[src/rtl/matrix_pkg.sv]
// Shared types and sizes for the 5x5 signed 8-bit matrix controllers.
package matrix_pkg;

  localparam int N_ELEM = 25;
  localparam int ELEM_W = 8;
  localparam int MAT_W  = N_ELEM * ELEM_W;
  localparam int CNT_W  = 5;

  typedef enum logic [2:0] {
    IDLE,
    LOAD_A,
    LOAD_B,
    EXEC,
    OUT
  } ctrl_state_t;

  // Picks element idx out of a packed row-major matrix; indices past the
  // last element return zero so the select never reads outside the vector.
  function automatic logic [ELEM_W-1:0] get_elem(input logic [MAT_W-1:0] mat,
                                                 input logic [CNT_W-1:0] idx);
    logic [ELEM_W-1:0] elem;
    elem = '0;
    for (int i = 0; i < N_ELEM; i++) begin
      if (idx == CNT_W'(i)) elem = mat[i*ELEM_W +: ELEM_W];
    end
    return elem;
  endfunction

endpackage

[src/rtl/matrix_sub_controller_if.sv]
// Host byte stream, result stream and subtractor hookup for the
// matrix subtraction sequencer. slave is the controller side.
interface matrix_sub_controller_if;
  import matrix_pkg::*;

  logic              start;
  logic              abort;
  logic              in_valid;
  logic              in_ready;
  logic [ELEM_W-1:0] in_data;
  logic [MAT_W-1:0]  dp_a;
  logic [MAT_W-1:0]  dp_b;
  logic [MAT_W-1:0]  dp_result;
  logic              dp_overflow;
  logic              out_valid;
  logic              out_ready;
  logic [ELEM_W-1:0] out_data;
  logic              out_last;
  logic              busy;
  logic              overflow;
  logic              done;

  modport slave (
    input  start, abort, in_valid, in_data, dp_result, dp_overflow, out_ready,
    output in_ready, dp_a, dp_b, out_valid, out_data, out_last, busy, overflow, done
  );

  modport master (
    output start, abort, in_valid, in_data, dp_result, dp_overflow, out_ready,
    input  in_ready, dp_a, dp_b, out_valid, out_data, out_last, busy, overflow, done
  );

endinterface

[src/rtl/matrix_elem_counter.sv]
// Element index counter shared by the load and output phases.
module matrix_elem_counter
  import matrix_pkg::*;
(
  input  logic             clk,
  input  logic             rst_n,
  input  logic             inc,
  input  logic             clr,
  output logic [CNT_W-1:0] count,
  output logic             at_last
);

  // Clear wins over increment so a phase change always restarts at element 0.
  always_ff @(posedge clk or negedge rst_n) begin
    if (!rst_n) begin
      count <= '0;
    end else if (clr) begin
      count <= '0;
    end else if (inc) begin
      count <= count + CNT_W'(1);
    end
  end

  assign at_last = (count == CNT_W'(N_ELEM - 1));

endmodule

[src/rtl/matrix_sub_controller.sv]
// Sequencer for the 5x5 matrix subtractor: loads A then B from the byte
// stream, captures the difference in one execute cycle, streams it out.
module matrix_sub_controller
  import matrix_pkg::*;
(
  input  logic                    clk,
  input  logic                    rst_n,
  matrix_sub_controller_if.slave  bus
);

  ctrl_state_t       state;
  logic [CNT_W-1:0]  cnt;
  logic              at_last;
  logic              cnt_inc;
  logic              cnt_clr;
  logic              in_fire;
  logic              out_fire;

  logic [MAT_W-1:0]  dp_a_q;
  logic [MAT_W-1:0]  dp_b_q;
  logic [MAT_W-1:0]  result_q;
  logic              in_ready_q;
  logic              out_valid_q;
  logic [ELEM_W-1:0] out_data_q;
  logic              out_last_q;
  logic              busy_q;
  logic              overflow_q;
  logic              done_q;

  matrix_elem_counter u_cnt (
    .clk     (clk),
    .rst_n   (rst_n),
    .inc     (cnt_inc),
    .clr     (cnt_clr),
    .count   (cnt),
    .at_last (at_last)
  );

  // Counter steering: advance on a beat, restart on every state change.
  always_comb begin
    in_fire  = in_ready_q & bus.in_valid;
    out_fire = out_valid_q & bus.out_ready;
    cnt_inc  = 1'b0;
    cnt_clr  = 1'b0;
    if (bus.abort) begin
      cnt_clr = 1'b1;
    end else begin
      case (state)
        IDLE:   cnt_clr = bus.start;
        LOAD_A, LOAD_B: begin
          if (in_fire) begin
            cnt_clr = at_last;
            cnt_inc = ~at_last;
          end
        end
        EXEC:   cnt_clr = 1'b1;
        OUT: begin
          if (out_fire) begin
            cnt_clr = at_last;
            cnt_inc = ~at_last;
          end
        end
        default: cnt_clr = 1'b1;
      endcase
    end
  end

  // Main sequencer with all handshake and status outputs registered.
  always_ff @(posedge clk or negedge rst_n) begin
    if (!rst_n) begin
      state       <= IDLE;
      dp_a_q      <= '0;
      dp_b_q      <= '0;
      result_q    <= '0;
      in_ready_q  <= 1'b0;
      out_valid_q <= 1'b0;
      out_data_q  <= '0;
      out_last_q  <= 1'b0;
      busy_q      <= 1'b0;
      overflow_q  <= 1'b0;
      done_q      <= 1'b0;
    end else begin
      done_q <= 1'b0;
      if (bus.abort) begin
        state       <= IDLE;
        in_ready_q  <= 1'b0;
        out_valid_q <= 1'b0;
        out_data_q  <= '0;
        out_last_q  <= 1'b0;
        busy_q      <= 1'b0;
      end else begin
        case (state)
          IDLE: begin
            if (bus.start) begin
              state      <= LOAD_A;
              in_ready_q <= 1'b1;
              busy_q     <= 1'b1;
              overflow_q <= 1'b0;
            end
          end
          LOAD_A: begin
            if (in_fire) begin
              for (int i = 0; i < N_ELEM; i++) begin
                if (cnt == CNT_W'(i)) dp_a_q[i*ELEM_W +: ELEM_W] <= bus.in_data;
              end
              if (at_last) state <= LOAD_B;
            end
          end
          LOAD_B: begin
            if (in_fire) begin
              for (int i = 0; i < N_ELEM; i++) begin
                if (cnt == CNT_W'(i)) dp_b_q[i*ELEM_W +: ELEM_W] <= bus.in_data;
              end
              if (at_last) begin
                state      <= EXEC;
                in_ready_q <= 1'b0;
              end
            end
          end
          EXEC: begin
            result_q    <= bus.dp_result;
            overflow_q  <= bus.dp_overflow;
            state       <= OUT;
            out_valid_q <= 1'b1;
            out_data_q  <= get_elem(bus.dp_result, '0);
            out_last_q  <= 1'b0;
          end
          OUT: begin
            if (out_fire) begin
              if (at_last) begin
                state       <= IDLE;
                out_valid_q <= 1'b0;
                out_data_q  <= '0;
                out_last_q  <= 1'b0;
                busy_q      <= 1'b0;
                done_q      <= 1'b1;
              end else begin
                out_data_q <= get_elem(result_q, cnt + CNT_W'(1));
                out_last_q <= (cnt == CNT_W'(N_ELEM - 2));
              end
            end
          end
          default: begin
            state       <= IDLE;
            in_ready_q  <= 1'b0;
            out_valid_q <= 1'b0;
            busy_q      <= 1'b0;
          end
        endcase
      end
    end
  end

  assign bus.dp_a      = dp_a_q;
  assign bus.dp_b      = dp_b_q;
  assign bus.in_ready  = in_ready_q;
  assign bus.out_valid = out_valid_q;
  assign bus.out_data  = out_data_q;
  assign bus.out_last  = out_last_q;
  assign bus.busy      = busy_q;
  assign bus.overflow  = overflow_q;
  assign bus.done      = done_q;

endmodule

[src/flat_wrapper.sv]
// flat-port wrapper written by rule: the top's interface ports become plain ports
module matrix_sub_controller_flat import matrix_pkg::*;
  (clk, rst_n, bus_start, bus_abort, bus_in_valid, bus_in_data, bus_dp_result, bus_dp_overflow, bus_out_ready, bus_in_ready, bus_dp_a, bus_dp_b, bus_out_valid, bus_out_data, bus_out_last, bus_busy, bus_overflow, bus_done);
  matrix_sub_controller_if bus_i ();
  input  logic clk;
  input  logic rst_n;
  input wire logic [$bits(bus_i.start)-1:0] bus_start;
  input wire logic [$bits(bus_i.abort)-1:0] bus_abort;
  input wire logic [$bits(bus_i.in_valid)-1:0] bus_in_valid;
  input wire logic [$bits(bus_i.in_data)-1:0] bus_in_data;
  input wire logic [$bits(bus_i.dp_result)-1:0] bus_dp_result;
  input wire logic [$bits(bus_i.dp_overflow)-1:0] bus_dp_overflow;
  input wire logic [$bits(bus_i.out_ready)-1:0] bus_out_ready;
  output wire logic [$bits(bus_i.in_ready)-1:0] bus_in_ready;
  output wire logic [$bits(bus_i.dp_a)-1:0] bus_dp_a;
  output wire logic [$bits(bus_i.dp_b)-1:0] bus_dp_b;
  output wire logic [$bits(bus_i.out_valid)-1:0] bus_out_valid;
  output wire logic [$bits(bus_i.out_data)-1:0] bus_out_data;
  output wire logic [$bits(bus_i.out_last)-1:0] bus_out_last;
  output wire logic [$bits(bus_i.busy)-1:0] bus_busy;
  output wire logic [$bits(bus_i.overflow)-1:0] bus_overflow;
  output wire logic [$bits(bus_i.done)-1:0] bus_done;
  assign bus_i.start = bus_start;
  assign bus_i.abort = bus_abort;
  assign bus_i.in_valid = bus_in_valid;
  assign bus_i.in_data = bus_in_data;
  assign bus_i.dp_result = bus_dp_result;
  assign bus_i.dp_overflow = bus_dp_overflow;
  assign bus_i.out_ready = bus_out_ready;
  assign bus_in_ready = bus_i.in_ready;
  assign bus_dp_a = bus_i.dp_a;
  assign bus_dp_b = bus_i.dp_b;
  assign bus_out_valid = bus_i.out_valid;
  assign bus_out_data = bus_i.out_data;
  assign bus_out_last = bus_i.out_last;
  assign bus_busy = bus_i.busy;
  assign bus_overflow = bus_i.overflow;
  assign bus_done = bus_i.done;
  matrix_sub_controller u_core (.clk(clk), .rst_n(rst_n), .bus(bus_i));
endmodule
[config.mk]
export PLATFORM = sky130hd
export DESIGN_NAME = matrix_sub_controller_flat
export DESIGN_NICKNAME = d
export VERILOG_FILES = /design/src/rtl/matrix_pkg.sv /design/src/rtl/matrix_sub_controller_if.sv /design/src/rtl/matrix_elem_counter.sv /design/src/rtl/matrix_sub_controller.sv /design/src/flat_wrapper.sv
export SDC_FILE = /design/constraint.sdc
export NUM_CORES = 1
export LEC_CHECK = 0
export CAP_MARGIN = 10
export CORE_AREA = 2 2 244 246
export DETAILED_ROUTE_END_ITERATION = 16
export DIE_AREA = 0 0 246 248
export MAX_ROUTING_LAYER = met4
export PLACE_DENSITY = 0.78
export SYNTH_ARGS = -nofsm -noshare
export SYNTH_HDL_FRONTEND = slang
export SYNTH_SLANG_ARGS = --single-unit
[constraint.sdc]
create_clock -name clk -period 6.2 [get_ports clk]
set_clock_uncertainty 0.2 [all_clocks]
set_input_delay 1.55 -clock clk [delete_from_list [all_inputs] [get_ports clk]]
set_output_delay 1.55 -clock clk [all_outputs]
set_load 0.05 [all_outputs]
==> impl_metrics.env, run 1 <==
export IMPL_critical_path_startpoint_type="flop"
export IMPL_fin_crit_ns=4.54
export IMPL_ys_warn_count=0
export IMPL_synthMuxAreaShare_pct=17.3
export IMPL_first_pass_iters=6
export IMPL_die_h_um=248
export IMPL_synth_xor_xnor_area_share_pct=0.0669
export IMPL_clock_latency_ns=0.64
export IMPL_drt_total_wl_um=90800
export IMPL_critPathBufInv=2
export IMPL_worstPathMaxFanout=19
export IMPL_ctsResizeCount=0
export IMPL_path_delay_family="simple AND/OR/NAND/NOR gates"
export IMPL_drc_errors=0
export IMPL_area_growth_pct=34.4
export IMPL_clock_sinks=622
export IMPL_std_cell_rows=89
export IMPL_wl_per_cell_um=24.3
export IMPL_end_kind="flop"
export IMPL_synthFlopType="dfrtp_1"
export IMPL_path_clk_slew_ns=0.07
export IMPL_synth_top_family_by_area="multiplexers"
export IMPL_synth_cell_types=76
export IMPL_numCtsBuffers=61
export IMPL_vias=21100
export IMPL_root_buffer="clkbuf_16"
export IMPL_clk_path_buf_depth=3
export IMPL_cp_required_ns=6.50
export IMPL_pin_count=629
export IMPL_drv_cap=0
export IMPL_status="complete, no violations"
export IMPL_rsz0062_at_grt="false"
export IMPL_clock_fmax_ghz=0.220
export IMPL_r2r_slack_ns=1.66
export IMPL_setup_viol=0
export IMPL_drive_gt1_share_pct=19.5
export IMPL_io_buffers=628
export IMPL_synth_compound_area_share_pct=6.39
export IMPL_leakage_nw=17.0
export IMPL_synth_edf_count=0
export IMPL_top_usage_layer="met2"
export IMPL_grt_usage_pct=30.1
export IMPL_grt_util_met3_pct=5.48
export IMPL_finalCritPeriodShare_pct=73.2
export IMPL_avgSynthCellArea_um2=11.2
export IMPL_synth_fa_ha_area_share_pct=0.287
export IMPL_syn_area_mm2=0.0262
export IMPL_final_nets=3138
export IMPL_nFillCells=4587
export IMPL_worstPathArrival_ns=4.84
export IMPL_start_util_pct=44.8
export IMPL_overflow=0
export IMPL_irDropWorstVdd_uv=208
export IMPL_crit_type="reg2reg"
export IMPL_synth_cells=2329
export IMPL_synth_seq_area_share_pct=59.4
export IMPL_hold_class="reg2reg"
export IMPL_antenna_found_initial=3
export IMPL_finalHoldViolations=0
export IMPL_finalWeightedCongestion=0.965
export IMPL_ys_top_cells_by_area="dfrtp_1 59%, mux2_2 17%, nand2_1 9.7%"
export IMPL_worstMarginPinSlew_ns=1.16
export IMPL_via_per_inst=5.64
export IMPL_grt_max_degree=108
export IMPL_met2_usage_pct=46.9
export IMPL_grt_pass1_wl_um=135000
export IMPL_grt_pass1_vias=20900
export IMPL_htreeDepth=2
export IMPL_yosys_area_share_simple_pct=14.2
export IMPL_power_mw=8.37
export IMPL_crit_slowest_cell="dfrtp_1"
export IMPL_cts_setup_buffers=0
export IMPL_crit_top_cell="buf_4"
export IMPL_drt_iter0_markers=1950
export IMPL_met1_usage_pct=38.1
export IMPL_die_area_mm2=0.0610
export IMPL_cellPowerDensity_mw_per_mm2=238
export IMPL_ys_ff_latch=622
export IMPL_fin_tns_setup_ns=0
export IMPL_synth_top_area_share_pct=59.4
export IMPL_maxSlewViolCount=0
export IMPL_fp_dieW_um=246
export IMPL_cts_tree="built"
export IMPL_coreArea_mm2=0.0585
export IMPL_yosysTopAreaCell="dfrtp_1"
export IMPL_cts_hold_buffers_added=0
export IMPL_dp_hpwl_um=65600
export IMPL_crit_chain="nand2_1 -> nor2_1 -> ha_1 -> buf_4 -> nand2b_1 -> a21oi_1 -> buf_4 -> a221oi_1 -> or3b_1 -> o311ai_1 -> o31ai_1"
export IMPL_syn_nets=2550
export IMPL_postSynth_asyncResetShare_pct=100
export IMPL_final_antenna_net_count=0
export IMPL_slowest_delay_ns=0.72
export IMPL_slew_headroom_pct=22.2
[placed cells by master, fill, tap and decap left out, types with 5 or more instances in the layout]
cell type / synthesis / final
clkdlybuf4s50_1: 0 / 619
nand3_1: 32 / 31
nand4_1: 6 / 6
o31ai_1: 6 / 6
o21ai_0: 43 / 43
a2111oi_0: 7 / 7
a21o_1: 5 / 5
a21oi_1: 49 / 49
or3_1: 11 / 11
o22ai_1: 15 / 15
nor2_2: 17 / 17
nor4_1: 9 / 9
a211oi_1: 6 / 6
mux2_2: 399 / 399
buf_4: 2 / 27
nor3_1: 17 / 17
clkinv_2: 0 / 18
clkbuf_1: 119 / 9
a22oi_1: 18 / 18
a31oi_1: 12 / 12
inv_1: 16 / 16
nor2b_1: 10 / 10
dfrtp_1: 622 / 622
clkbuf_16: 0 / 61
buf_2: 8 / 8
a221oi_1: 8 / 8
and2_1: 9 / 9
buf_12: 0 / 6
clkbuf_8: 0 / 10
nand2_1: 674 / 674
nor2_1: 81 / 81
o211ai_1: 6 / 6
a311oi_1: 5 / 5
a221o_1: 7 / 7
nand3b_1: 7 / 7
[through the flow]
| step | instances | instance area, um2 | worst slack (ns) | hold slack [ns] | utilization, % |
|---|---|---|---|---|---|
| 2_1_floorplan | 2329 | 26200 | 2.54 | 0.237 | - |
| 3_3_place_gp | 3627 | 33200 | 1.44 | 0.257 | 56.8 |
| 3_5_place_dp | 3627 | 33200 | 1.33 | 0.258 | 56.8 |
| 4_1_cts | 3736 | 35200 | 1.75 | 0.273 | 60.2 |
| 5_1_grt | 3739 | 35200 | 1.46 | 0.289 | 60.2 |
| 6_report | 3739 | 35200 | 1.66 | 0.273 | 60.2 |
[where the power goes]
group          switching (mW)  leakage [nW]  internal, mW
Sequential             0.0236          8.63          4.09
Combinational           0.368          7.36         0.218
Clock                    1.61         0.989          2.06
Total                    2.01          17.0          6.37
[logic make-up (layout without fill, tap and decap cells)]
kind of cell / after synthesis / count (layout)
DFF: 622 / 622
AOI/OAI and AO/OA: 242 / 242
other: 0 / 3
muxes: 402 / 402
and+or+nand+nor: 901 / 901
adders and majority gates: 6 / 6
buffers and inverters: 154 / 788
xor gates and xnor gates: 2 / 2
[per-layer routing]
layer / vias up / wire [um]
met5: - / 0
met4: 0 / 4730
met3: 233 / 7210
met2: 1105 / 43300
met1: 10600 / 35500
li1: 9144 / -
[cell type report]
class                      count  area [um2]  area share [%]
sequential                   622       15600            44.2
multi-input combinational   1553       10000            28.5
timing repair buffer         661        6570            18.7
clock buffer                  80        1700            4.82
tap                          773         967            2.75
clock inverter                29         282           0.800
inverter                      18        67.6           0.192
antenna                        3        7.51          0.0213
[worst min-delay path, cell delays in order (launching register included)]
cell and delay (ns):
dfrtp_1 0.34, nand2_1 0.05, nand2_1 0.05
[worst paths after layout]
path,endpoint,depth (start not counted),from
setup / recovery,u_core.bus.out_data[2]$_DFFE_PN0P_,11,u_core.u_cnt.count[2]$_DFFE_PN0P_
hold reg to reg,u_core.result_q[61]$_DFFE_PN0P_,2,u_core.result_q[61]$_DFFE_PN0P_
setup reg to reg,u_core.bus.out_data[2]$_DFFE_PN0P_,11,u_core.u_cnt.count[2]$_DFFE_PN0P_
min in group asynchronous,u_core.bus.dp_a[157]$_DFFE_PN0P_,1,rst_n
hold / removal,u_core.result_q[61]$_DFFE_PN0P_,2,u_core.result_q[61]$_DFFE_PN0P_
max in group asynchronous,u_core.result_q[107]$_DFFE_PN0P_,2,rst_n
[flip-flops by register name, summed over array words and instances (netlist names)]
register	flops
u_core.bus.busy	1
u_core.state	3
u_core.bus.out_valid	1
u_core.u_cnt.count	5
u_core.bus.dp_b	200
u_core.bus.out_last	1
u_core.bus.dp_a	200
u_core.result_q	200
u_core.bus.done	1
u_core.bus.in_ready	1
u_core.bus.out_data	8
u_core.bus.overflow	1
[Yosys cell counts, types with 7 or more instances]
| library cell | count |
|---|---|
| a221o_1 | 7 |
| nor3_1 | 17 |
| o21ai_0 | 43 |
| nand3_1 | 32 |
| o22ai_1 | 15 |
| a31oi_1 | 12 |
| dfrtp_1 | 622 |
| clkbuf_1 | 119 |
| a221oi_1 | 8 |
| nand3b_1 | 7 |
| or3_1 | 11 |
| nor2_1 | 81 |
| nor2b_1 | 10 |
| nor2_2 | 17 |
| mux2_2 | 399 |
| a22oi_1 | 18 |
| buf_2 | 8 |
| nor4_1 | 9 |
| inv_1 | 16 |
| a2111oi_0 | 7 |
| and2_1 | 9 |
| nand2_1 | 674 |
| a21oi_1 | 49 |
Power figures use the tool's default switching activity.
==> run 2, diff against run 1 <==
- CORE_AREA: 2 2 244 246 -> not set
- CORE_UTILIZATION: not set -> 45
- DIE_AREA: 0 0 246 248 -> not set
- PLACE_DENSITY: 0.78 -> 0.81
- clock period: 6.2 -> 3.75 ns (I/O delays scaled with it)
==> run 2 against run 1 <==
Against the previous run: non-clock buffer count grew 94; die area is 3.0% lower; worst hold slack got worse by 0.18 ns; largest cell class unchanged; largest power group unchanged.
==> impl_metrics.env, run 2 (synthesis gave the netlist of run 1 again) <==
export IMPL_path_clk_slew_ns=0.07
export IMPL_irDropWorstVdd_uv=388
export IMPL_dp_hpwl_um=67800
export IMPL_fp_dieW_um=243
export IMPL_final_nets=3232
export IMPL_io_buffers=628
export IMPL_drc_errors=0
export IMPL_worstPathMaxFanout=31
export IMPL_htreeDepth=2
export IMPL_coreArea_mm2=0.0576
export IMPL_drt_iter0_markers=1712
export IMPL_grt_max_degree=110
export IMPL_via_per_inst=5.55
export IMPL_final_antenna_net_count=0
export IMPL_antenna_found_initial=4
export IMPL_r2r_end="u_core.bus.out_data[2]$_DFFE_PN0P_"
export IMPL_pre_cts_ws_ns=0.124
export IMPL_maxSlewViolCount=0
export IMPL_fin_ws_ns=0.171
export IMPL_wl_per_cell_um=23.9
export IMPL_std_cell_rows=88
export IMPL_overflow=0
export IMPL_final_cell_mix="674 x nand2_1, 622 x dfrtp_1, 619 x clkdlybuf4s50_1"
export IMPL_slew_headroom_pct=49.9
export IMPL_grt_pass1_wl_um=139000
export IMPL_area_growth_pct=37.6
export IMPL_fin_crit_ns=3.58
export IMPL_ctsResizeCount=0
export IMPL_final_common_cell="nand2_1"
export IMPL_drive_gt1_share_pct=21.9
export IMPL_worstMarginPinSlew_ns=0.750
export IMPL_r2r_slack_ns=0.17
export IMPL_status="complete, no violations"
export IMPL_crit_type="reg2reg"
export IMPL_cp_required_ns=4.05
export IMPL_worstPathArrival_ns=3.88
export IMPL_clk_path_buf_depth=3
export IMPL_leakage_nw=17.5
export IMPL_hold_class="in2async"
export IMPL_cellPowerDensity_mw_per_mm2=388
export IMPL_critical_path_startpoint_type="flop"
export IMPL_drv_cap=0
export IMPL_clock_latency_ns=0.63
export IMPL_first_pass_iters=6
export IMPL_rsz0062_at_grt="false"
export IMPL_finalHoldViolations=0
export IMPL_vias=21300
export IMPL_finalWeightedCongestion=0.945
export IMPL_numCtsBuffers=61
export IMPL_reg2reg_from="u_core.u_cnt.count[0]$_DFFE_PN0P_"
export IMPL_reg2reg_depth=13
export IMPL_grt_usage_pct=31.9
export IMPL_drt_total_wl_um=91700
export IMPL_clock_sinks=622
export IMPL_grt_pass1_vias=21900
export IMPL_end_kind="flop"
export IMPL_finalCritPeriodShare_pct=95.4
export IMPL_clock_fmax_ghz=0.279
export IMPL_die_area_mm2=0.0592
export IMPL_setup_viol=0
export IMPL_start_util_pct=45.5
export IMPL_cts_tree="built"
export IMPL_fin_tns_setup_ns=0
export IMPL_pin_count=629
export IMPL_die_h_um=243
export IMPL_root_buffer="clkbuf_16"
[run 2: cell count changes in the layout (fill, tap and decap cells not counted), sizes merged]
cell	previous run	this run
buf	42	136
clkbuf	80	88
clkinv	22	19
bufinv	3	4
diode	3	4
[run 2: per-layer routing]
| metal | GRT usage (%) | up-vias | share of wire [%] |
|---|---|---|---|
| li1 | - | 9329 | - |
| met1 | 38.6 | 10700 | 39 |
| met2 | 50.6 | 1003 | 48 |
| met3 | 6.56 | 243 | 7.4 |
| met4 | 16.0 | 0 | 5.3 |
| met5 | - | - | 0 |
[run 2: final cells by class]
| class | instances | area (um2) |
|---|---|---|
| Tap cell | 765 | 957 |
| Clock inverter | 27 | 267 |
| Inverter | 18 | 67.6 |
| Multi-Input combinational cell | 1553 | 10000 |
| Clock buffer | 88 | 1750 |
| Fill cell | 4404 | 21600 |
| Timing Repair Buffer | 755 | 7370 |
| Antenna cell | 4 | 10.0 |
| Sequential cell | 622 | 15600 |
[run 2: repair_timing]
item,in CTS,in global routing
setup buffers,0,3
endpoints found under the setup margin,0,1
hold endpoints to repair,0,0
hold buffers,0,0
[run 2: worst max-delay path, stage by stage, from the launching register on]
cell	delay [ns]
dfrtp_1	0.39
ha_1	0.22
inv_1	0.13
nor2_1	0.07
ha_1	0.33
buf_12	0.20
inv_1	0.24
a41oi_1	0.30
nor2_1	0.11
a221o_1	0.30
or3b_1	0.37
o311ai_1	0.30
buf_4	0.20
o31ai_1	0.07
[run 2: worst max-delay path by stage]
stage / start / end / slack, ns / depth (start not counted)
after floorplan: u_core.u_cnt.count[1]$_DFFE_PN0P_ / u_core.bus.out_data[0]$_DFFE_PN0P_ / 0.35 / 13
after global placement: bus_abort / u_core.bus.dp_b[136]$_DFFE_PN0P_ / 0.12 / 7
after detailed placement: bus_abort / u_core.bus.dp_b[134]$_DFFE_PN0P_ / 0.12 / 7
after CTS: u_core.u_cnt.count[0]$_DFFE_PN0P_ / u_core.bus.out_data[0]$_DFFE_PN0P_ / 0.21 / 9
after global routing: u_core.u_cnt.count[0]$_DFFE_PN0P_ / u_core.bus.out_data[2]$_DFFE_PN0P_ / 0.002 / 13
final: u_core.u_cnt.count[0]$_DFFE_PN0P_ / u_core.bus.out_data[2]$_DFFE_PN0P_ / 0.17 / 13
[run 2: where the power goes]
part | total, mW | internal, mW | switching (mW)
clock network | 6.18 | 3.52 | 2.66
logic | 0.992 | 0.392 | 0.600
registers | 6.80 | 6.76 | 0.0384
[run 2: per-stage QoR]
step	total power, mW	instance area, um2	hold WS [ns]	utilization, %	std cells
6_report	14.0	36000	0.0928	62.6	3832
3_3_place_gp	7.90	34000	0.259	59.0	3710
5_1_grt	14.4	36000	0.120	62.6	3832
4_1_cts	14.0	36000	0.0956	62.5	3825
3_5_place_dp	7.91	34000	0.256	59.0	3710
2_1_floorplan	7.26	26200	0.237	-	2329
